**config.mk**
```make
export PLATFORM = sky130hd
export DESIGN_NAME = serial_operand_feeder
export DESIGN_NICKNAME = d
export VERILOG_FILES = /design/src/rtl/serial_operand_feeder.sv
export SDC_FILE = /design/constraint.sdc
export NUM_CORES = 1
export LEC_CHECK = 0
export CORE_MARGIN = 4
export CORE_UTILIZATION = 48
export DETAILED_ROUTE_END_ITERATION = 8
export GPL_TIMING_DRIVEN = 0
export HOLD_SLACK_MARGIN = 0.15
export PLACE_DENSITY_LB_ADDON = 0.3
export SYNTH_ARGS = -nofsm -noshare
export SYNTH_HDL_FRONTEND = slang
export SYNTH_SLANG_ARGS = --single-unit
```
**constraint.sdc**
```tcl
create_clock -name clk -period 2.17 [get_ports clk]
set_input_delay 0.3255 -clock clk [delete_from_list [all_inputs] [get_ports clk]]
set_output_delay 0.3255 -clock clk [all_outputs]
set_load 0.01 [all_outputs]
```
**src/rtl/serial_operand_feeder.sv**
```systemverilog
// serial_operand_feeder: latches an operand pair over valid/ready and streams both words one bit per clock to the bit-serial comparator.
// Ports: clk, rst (async, active-high); in_valid/in_ready handshake with a_in, b_in, msb_first;
// a, b serial bits; op latched bit order; cmp_clr comparator clear pulse; bit_valid, last framing; busy pair in flight.
module serial_operand_feeder #(
  parameter int WIDTH = 32
) (
  input  logic             clk,
  input  logic             rst,
  input  logic             in_valid,
  output logic             in_ready,
  input  logic [WIDTH-1:0] a_in,
  input  logic [WIDTH-1:0] b_in,
  input  logic             msb_first,
  output logic             a,
  output logic             b,
  output logic             op,
  output logic             cmp_clr,
  output logic             bit_valid,
  output logic             last,
  output logic             busy
);
  localparam int CW = $clog2(WIDTH);
  localparam logic [CW-1:0] PEN = CW'(WIDTH - 2);
  typedef enum logic [1:0] {IDLE, CLEAR, SHIFT} state_t;
  state_t state, state_n;
  logic [WIDTH-1:0] sh_a, sh_b;
  logic [CW-1:0] cnt;
  logic xfer, adv;
  always_comb begin
    in_ready = state == IDLE || (state == SHIFT && last);
    xfer = in_valid && in_ready;
    state_n = xfer ? CLEAR : (state == CLEAR || (state == SHIFT && !last)) ? SHIFT : IDLE;
    adv = state_n == SHIFT;
  end
  // The shift registers always hold the next bit to emit at their emitting end;
  // outputs are registered from the next-state decision so they align with the state they describe.
  always_ff @(posedge clk or posedge rst) begin
    if (rst) begin
      state     <= IDLE;
      sh_a      <= '0;
      sh_b      <= '0;
      cnt       <= '0;
      op        <= 1'b0;
      a         <= 1'b0;
      b         <= 1'b0;
      cmp_clr   <= 1'b0;
      bit_valid <= 1'b0;
      last      <= 1'b0;
      busy      <= 1'b0;
    end else begin
      state <= state_n;
      if (xfer) begin
        sh_a <= a_in;
        sh_b <= b_in;
        op   <= msb_first;
      end else if (adv) begin
        sh_a <= op ? sh_a << 1 : sh_a >> 1;
        sh_b <= op ? sh_b << 1 : sh_b >> 1;
      end
      a         <= adv && (op ? sh_a[WIDTH-1] : sh_a[0]);
      b         <= adv && (op ? sh_b[WIDTH-1] : sh_b[0]);
      cnt       <= (adv && state == SHIFT) ? cnt + 1'b1 : '0;
      last      <= adv && state == SHIFT && cnt == PEN;
      cmp_clr   <= state_n == CLEAR;
      bit_valid <= adv;
      busy      <= state_n != IDLE;
    end
  end
endmodule

```
---- After elaboration in Yosys (flattened, before gate mapping) ----
Cells that the tools add are included.
cells by class
  add/subtract/negate cells ............... 1
  reduce and logical (&&, ||, !) cells .... 13
  muxes and demuxes ....................... 11
  equal/unequal tests ..................... 5
operator list
  kind                 number
  $mux 32              6
  $logic_and 1x1->1    7
  $add 5x1->5 const B  1
  $eq 5x5->1 const B   1
  $mux 5               1
  $eq 2x1->1 const B   2
  $eq 2x2->1 const B   2
  $mux 2               2
  $reduce_bool 2->1    2
  $logic_not 2->1      1
  $logic_or 1x1->1     2
  $mux 1               2
  $logic_not 1->1      1
storage, ports and cells
  flip-flop bits (word level) ............. 78

---- Longest topological paths before layout ----
Gate-level depths: netlist (run 1).
  depth in word-level cells ............... 8
  mapped depth ............................ 7
  mapped depth without buffers ............ 5

---- Worst setup path after synthesis (run 1) ----
Ideal clock, no wire load.
  kind .................................... flip-flop to flip-flop
  start ................................... register op
  end ..................................... register sh_a[10]
  stages on the path, launching flop included .. 5
  data arrival time ....................... 1.646 ns
  setup time .............................. 0.125 ns
  path buffers ............................ 1
  data required time ...................... 2.045 ns
  setup slack ............................. 0.399 ns
  path through ............................ dfrtp_1 > buf_1 > mux2_2 > mux2_2 > mux2_2
between the ends
  word-level cells in the longest chain between the ends .. 3
RTL lines
  what                    RTL line  RTL
  from (decl)             16        output logic op,
  from (signal assigned)  55        op <= msb_first;
  $mux 32                 57        sh_a <= op ? sh_a << 1 : sh_a >> 1;
  $mux 32                 56        end else if (adv) begin
  $mux 32                 52        if (xfer) begin
  to (signal assigned)    53        sh_a <= a_in;
  to (signal assigned)    57
  to (decl)               26        logic [WIDTH-1:0] sh_a, sh_b;
No other way between the ends. The select of a mux whose other input is x is not followed.
A chain may end at the register's enable or synchronous reset.

---- Worst setup path in the final report (run 1) ----
  start ................................... register op
  end ..................................... register sh_a[7]
Same word-level chain as after synthesis.

==> flow_summary.ini, run 1 <==
[grt]
met1_usage_pct = 22.6
overflow = 0
grt_pass1_wl_microns = 14900
antenna_found_initial = 0
grt_use_total_pct = 16.7
grt_busiest_layer = met2
grt_use_met3_pct = 5.49
first_global_vias = 2979
grt_max_degree = 42
use_met2_pct = 26.0

[die]
ios = 76
fp-row-count = 34
die-width_microns = 105
core_sq_um = 8890
dieArea_sq_um = 10900
die_y_microns = 105
start_util_pct = 50.3

[placement]
dp.cells = 515
gp_congestion = 0.743
dpl.hpwl_microns = 6370
port-buffer-count = 75
post-place-ws_ps = -140

[clocking]
hold_buffers = 0
cts_root_buf = clkbuf_8
cts_tree = built
path_clk_slew_ps = 80
postCtsResizedCells = 0
numCtsBuffers = 9
cts_max_path_buffers = 2
postCtsSetupBuffers = 0
cts_max_level = 3
cts_num_sinks = 77
clock_latency_ps = 350

[logic_synthesis]
synth_area_sq_um = 4470
synth.distinct_cells = 23
ys_seq_area_share_pct = 43.1
synth_cells = 331
synth_nets = 401
synth_top_area_cell = dfrtp_1
synth_area_leaders = dfrtp_1 (43%), mux2_2 (40%), mux2_4 (7.7%)
synth_commonest_cells = mux2_2 (157), dfrtp_1 (77), mux2_4 (23)
async_reset_ff_share_pct = 100
avgSynthCellArea_sq_um = 13.5
synth_warnings = 0
yosysMostFrequentCell = mux2_2
synth-main-ff-cell = dfrtp_1
synth_edf_count = 0
ys_ff_latch = 77
synth.top_cell.area_share_pct = 43.1

[layout]
fillers = 718
area.sequential_sq_um = 1930
multiInputGateArea_sq_um = 2380
final_util_pct = 63.0
final_layout_size_suffix_gt1_share_pct = 52.0
num-nets-final = 488
antennaDiodeCount = 0
fin_cells = 531
area_growth_pct = 25.3

[power]
leakage_nw = 2.39
ir_drop_v = 0.000553
finalPower_w = 0.00840
powerDensity_nw_per_um2 = 1500

[route]
initialDrtViolationCount = 116
num_vias = 2803
viasPerCell = 5.28
ant_nets = 0
wl_microns = 8790
drc = 0
drtPass1Iterations = 5
wire_per_inst_microns = 16.6

[critical_path]
crit_type = reg -> reg
slowest_stage = dfrtp_1
endpoint_kind = flop
worstPathArrival_ps = 2250
startpoint_type = flop
max_stage_delay_ps = 490
path_cells = buf_1, mux2_2, mux2_2, mux2_2
crit_top_cell = mux2_2
cp_top_family = multiplexers
cp_max_fo = 10
path_depth = 4
r2r_cells = 4
path_buf_inv = 1
required_ps = 2410

[sta]
drv_slew = 0
max-slew-margin-rel_pct = 41.9
period_needed_ps = 2010
setup_viol = 0
final_hold_viol_count = 0
rsz0062_at_grt = false
layout_setup_ws_ps = 162
worstMarginPinSlew_ps = 870
finClkSkew_ps = 7.33
fmax_ghz = 0.498
tns_ps = 0
fin_crit_sh_pct = 92.5

[outcome]
status = finished, final reports clean

[job]
cap_violations = 0

[hold_path]
min_path_type = in -> async
worst paths after layout:
check	start	endpoint	slack [ps]
max in group asynchronous	rst	sh_b[19]	1010
min in group clk	cnt[0]	cnt[0]	490
worst max register to register	op	sh_a[7]	160
worst min register to register	cnt[0]	cnt[0]	490
worst min-delay path	rst	sh_a[15]	490
worst max-delay path	op	sh_a[7]	160
cell type report:
cell class                      count  share of cell area [%]
Clock inverter                      7                    1.76
Tap cell                          108                    2.41
Inverter                            5                   0.491
Multi-Input combinational cell    227                    42.5
Clock buffer                        9                    2.21
Timing Repair Buffer               76                    13.7
Buffer                             22                    2.46
Sequential cell                    77                    34.4
where the power goes:
part | internal (W) | leakage [nW] | switching, W
registers | 0.00216 | 0.930 | 0.000529
logic | 0.00298 | 1.35 | 0.00151
clock network | 0.000653 | 0.110 | 0.000565
total | 0.00580 | 2.39 | 0.00260
cell usage in the layout (no fill, tap or decap), drive strengths merged, types with 4 or more instances in the layout:
master,instances
mux2,180
nand3,4
clkinv,4
nand2,8
inv,4
clkdlybuf4s50,75
clkbuf,9
a31oi,4
nor2,14
buf,23
dfrtp,77
cell families after synthesis:
logic type	after synthesis	share of synthesized area (%)
xor+xnor	3	0.588
simple gates	35	3.72
buf+inv	27	3.61
flops	77	43.1
mux	182	47.7
fa+ha+maj	2	0.559
compound gates	5	0.755
through the flow:
stage	area, sq um	hold WS (ps)
2_1_floorplan	4480	431
3_3_place_gp	5360	474
3_5_place_dp	5380	486
4_1_cts	5610	492
5_1_grt	5610	498
6_report	5610	490
flip-flops by register name (all words and copies together), names as in the netlist:
| name | flops |
|---|---|
| b | 1 |
| sh_a | 32 |
| op | 1 |
| busy | 1 |
| cmp_clr | 1 |
| last | 1 |
| state | 1 |
| cnt | 5 |
| sh_b | 32 |
| bit_valid | 1 |
| a | 1 |
per-layer routing:
metal | share of wire, % | wire length, microns
met2 | 48 | 4250
met3 | 5.9 | 516
met5 | 0 | 0
met1 | 45 | 3960
met4 | 0.75 | 66
Power figures use the tool's default switching activity.
==> run 2, diff against run 1 <==
Settings changed: PLACE_DENSITY_LB_ADDON 0.3 to 0.15.
==> run 2 against run 1 <==
  * Non-clock buffer count rose by 1
  * Count of clock-buffer cells in the layout up 4
  * Clock power shrank 6%
  * Combinational power hardly changed
  * Largest cell class unchanged
  * Largest power group unchanged
  * Highest routed layer unchanged
==> flow_summary.ini, run 2 (synthesis results as in run 1) <==
[placement]
gp_congestion = 0.724
dpl.hpwl_microns = 6260
port-buffer-count = 75
postPlaceCellArea_sq_um = 5400
dp.cells = 516

[clocking]
cts_max_level = 3
clock_latency_ps = 350
cts_max_path_buffers = 2
cts_num_sinks = 77
postCtsResizedCells = 0
postCtsSetupBuffers = 0
path_clk_slew_ps = 80
cts_root_buf = clkbuf_8
numCtsBuffers = 9
hold_buffers = 0
cts_tree = built

[route]
ant_nets = 0
num_vias = 2830
viasPerCell = 5.32
drc = 0
wl_microns = 8600
drtPass1Iterations = 4
initialDrtViolationCount = 46
wire_per_inst_microns = 16.2

[outcome]
status = finished, final reports clean

[grt]
overflow = 0
grt_use_total_pct = 16.5
first_global_vias = 3050
grt_max_degree = 36
grt_pass1_wl_microns = 14800
antenna_found_initial = 0

[sta]
tns_ps = 0
drv_slew = 0
max-slew-margin-rel_pct = 63.8
setup_viol = 0
rsz0062_at_grt = false
finClkSkew_ps = 9.70
fin_crit_sh_pct = 90.9
worstMarginPinSlew_ps = 543
period_needed_ps = 1970
timing.hold.ws_ps = 307
fmax_ghz = 0.507
final_hold_viol_count = 0

[critical_path]
max_stage_delay_ps = 480
slowest_stage = dfrtp_1
cp_max_fo = 10
startpoint_type = flop
r2r_start = op
r2r_setup_slack_ps = 200
worstPathArrival_ps = 2210
crit_type = reg -> reg
crit_start = op
path_cells = buf_1, mux2_2, mux2_2, mux2_2
required_ps = 2410
crit_top_cell = mux2_2
endpoint_kind = flop

[die]
ios = 76
die_y_microns = 105
die-width_microns = 105
start_util_pct = 50.3
fp-row-count = 34
core_sq_um = 8890
dieArea_sq_um = 10900

[layout]
final_cell_mix = mux2_2 (157), dfrtp_1 (77), clkdlybuf4s50_1 (75), mux2_4 (23)
fin_cells = 532
final_cell_area_sq_um = 5610
final_layout_size_suffix_gt1_share_pct = 51.9
final_common_cell = mux2_2
area_growth_pct = 25.5
antennaDiodeCount = 0
largestRegisters = sh_a: 32 flops, sh_b: 32 flops, cnt: 5 flops
num-nets-final = 489

[power]
ir_drop_v = 0.000628
powerDensity_nw_per_um2 = 1480
leakage_nw = 2.39
finalPower_w = 0.00831

[job]
cap_violations = 0

[hold_path]
min_path_type = in -> async
run 2: cell types whose count changed in the layout (fill, tap and decap cells not counted), sizes merged:
cell / before / now
inv: 4 / 3
buf: 23 / 24
bufinv: 2 / 1
clkbuf: 9 / 13
clkinv: 4 / 2
run 2: power by group:
| part | switching, W | total, W | internal, W |
|---|---|---|---|
| combinational | 0.00149 | 0.00447 | 0.00298 |
| clock | 0.000523 | 0.00115 | 0.000625 |
| sequential | 0.000522 | 0.00269 | 0.00216 |
run 2: final timing paths:
path / end / cells after the start
min in group clk: cnt[0] / 1
min: sh_a[15] / 2
min reg2reg: cnt[0] / 1
max: sh_a[7] / 4
max in group asynchronous: cmp_clr / 4
max reg2reg: sh_a[7] / 4
run 2: routing by layer:
layer / routed length [microns] / vias up / track usage (%)
li1: - / 1361 / -
met1: 3860 / 1399 / 22.1
met2: 4170 / 60 / 26.4
met3: 443 / 10 / 3.76
met4: 128 / 0 / 5.98
met5: 0 / - / 0
run 2: area by class of cell:
class                      count  area (sq um)
timing repair buffer          77           791
sequential                    77          1930
buffer                        22           138
inverter                       5          27.5
tap                          108           135
fill                         723          3280
clock inverter                 3          42.5
clock buffer                  13           169
multi-input combinational    227          2380
run 2: through the flow:
stage | util [%] | worst slack [ps]
6_report | 63.1 | 198
4_1_cts | 63.1 | 158
3_3_place_gp | 60.3 | -95.5
5_1_grt | 63.1 | 70.6
2_1_floorplan | - | 399
3_5_place_dp | 60.8 | -119
run 2: critical path: cells and delay by family (launching register included):
family	cells	cell delay, ps
DFF	1	480
muxes	3	920
buffers and inverters	1	470
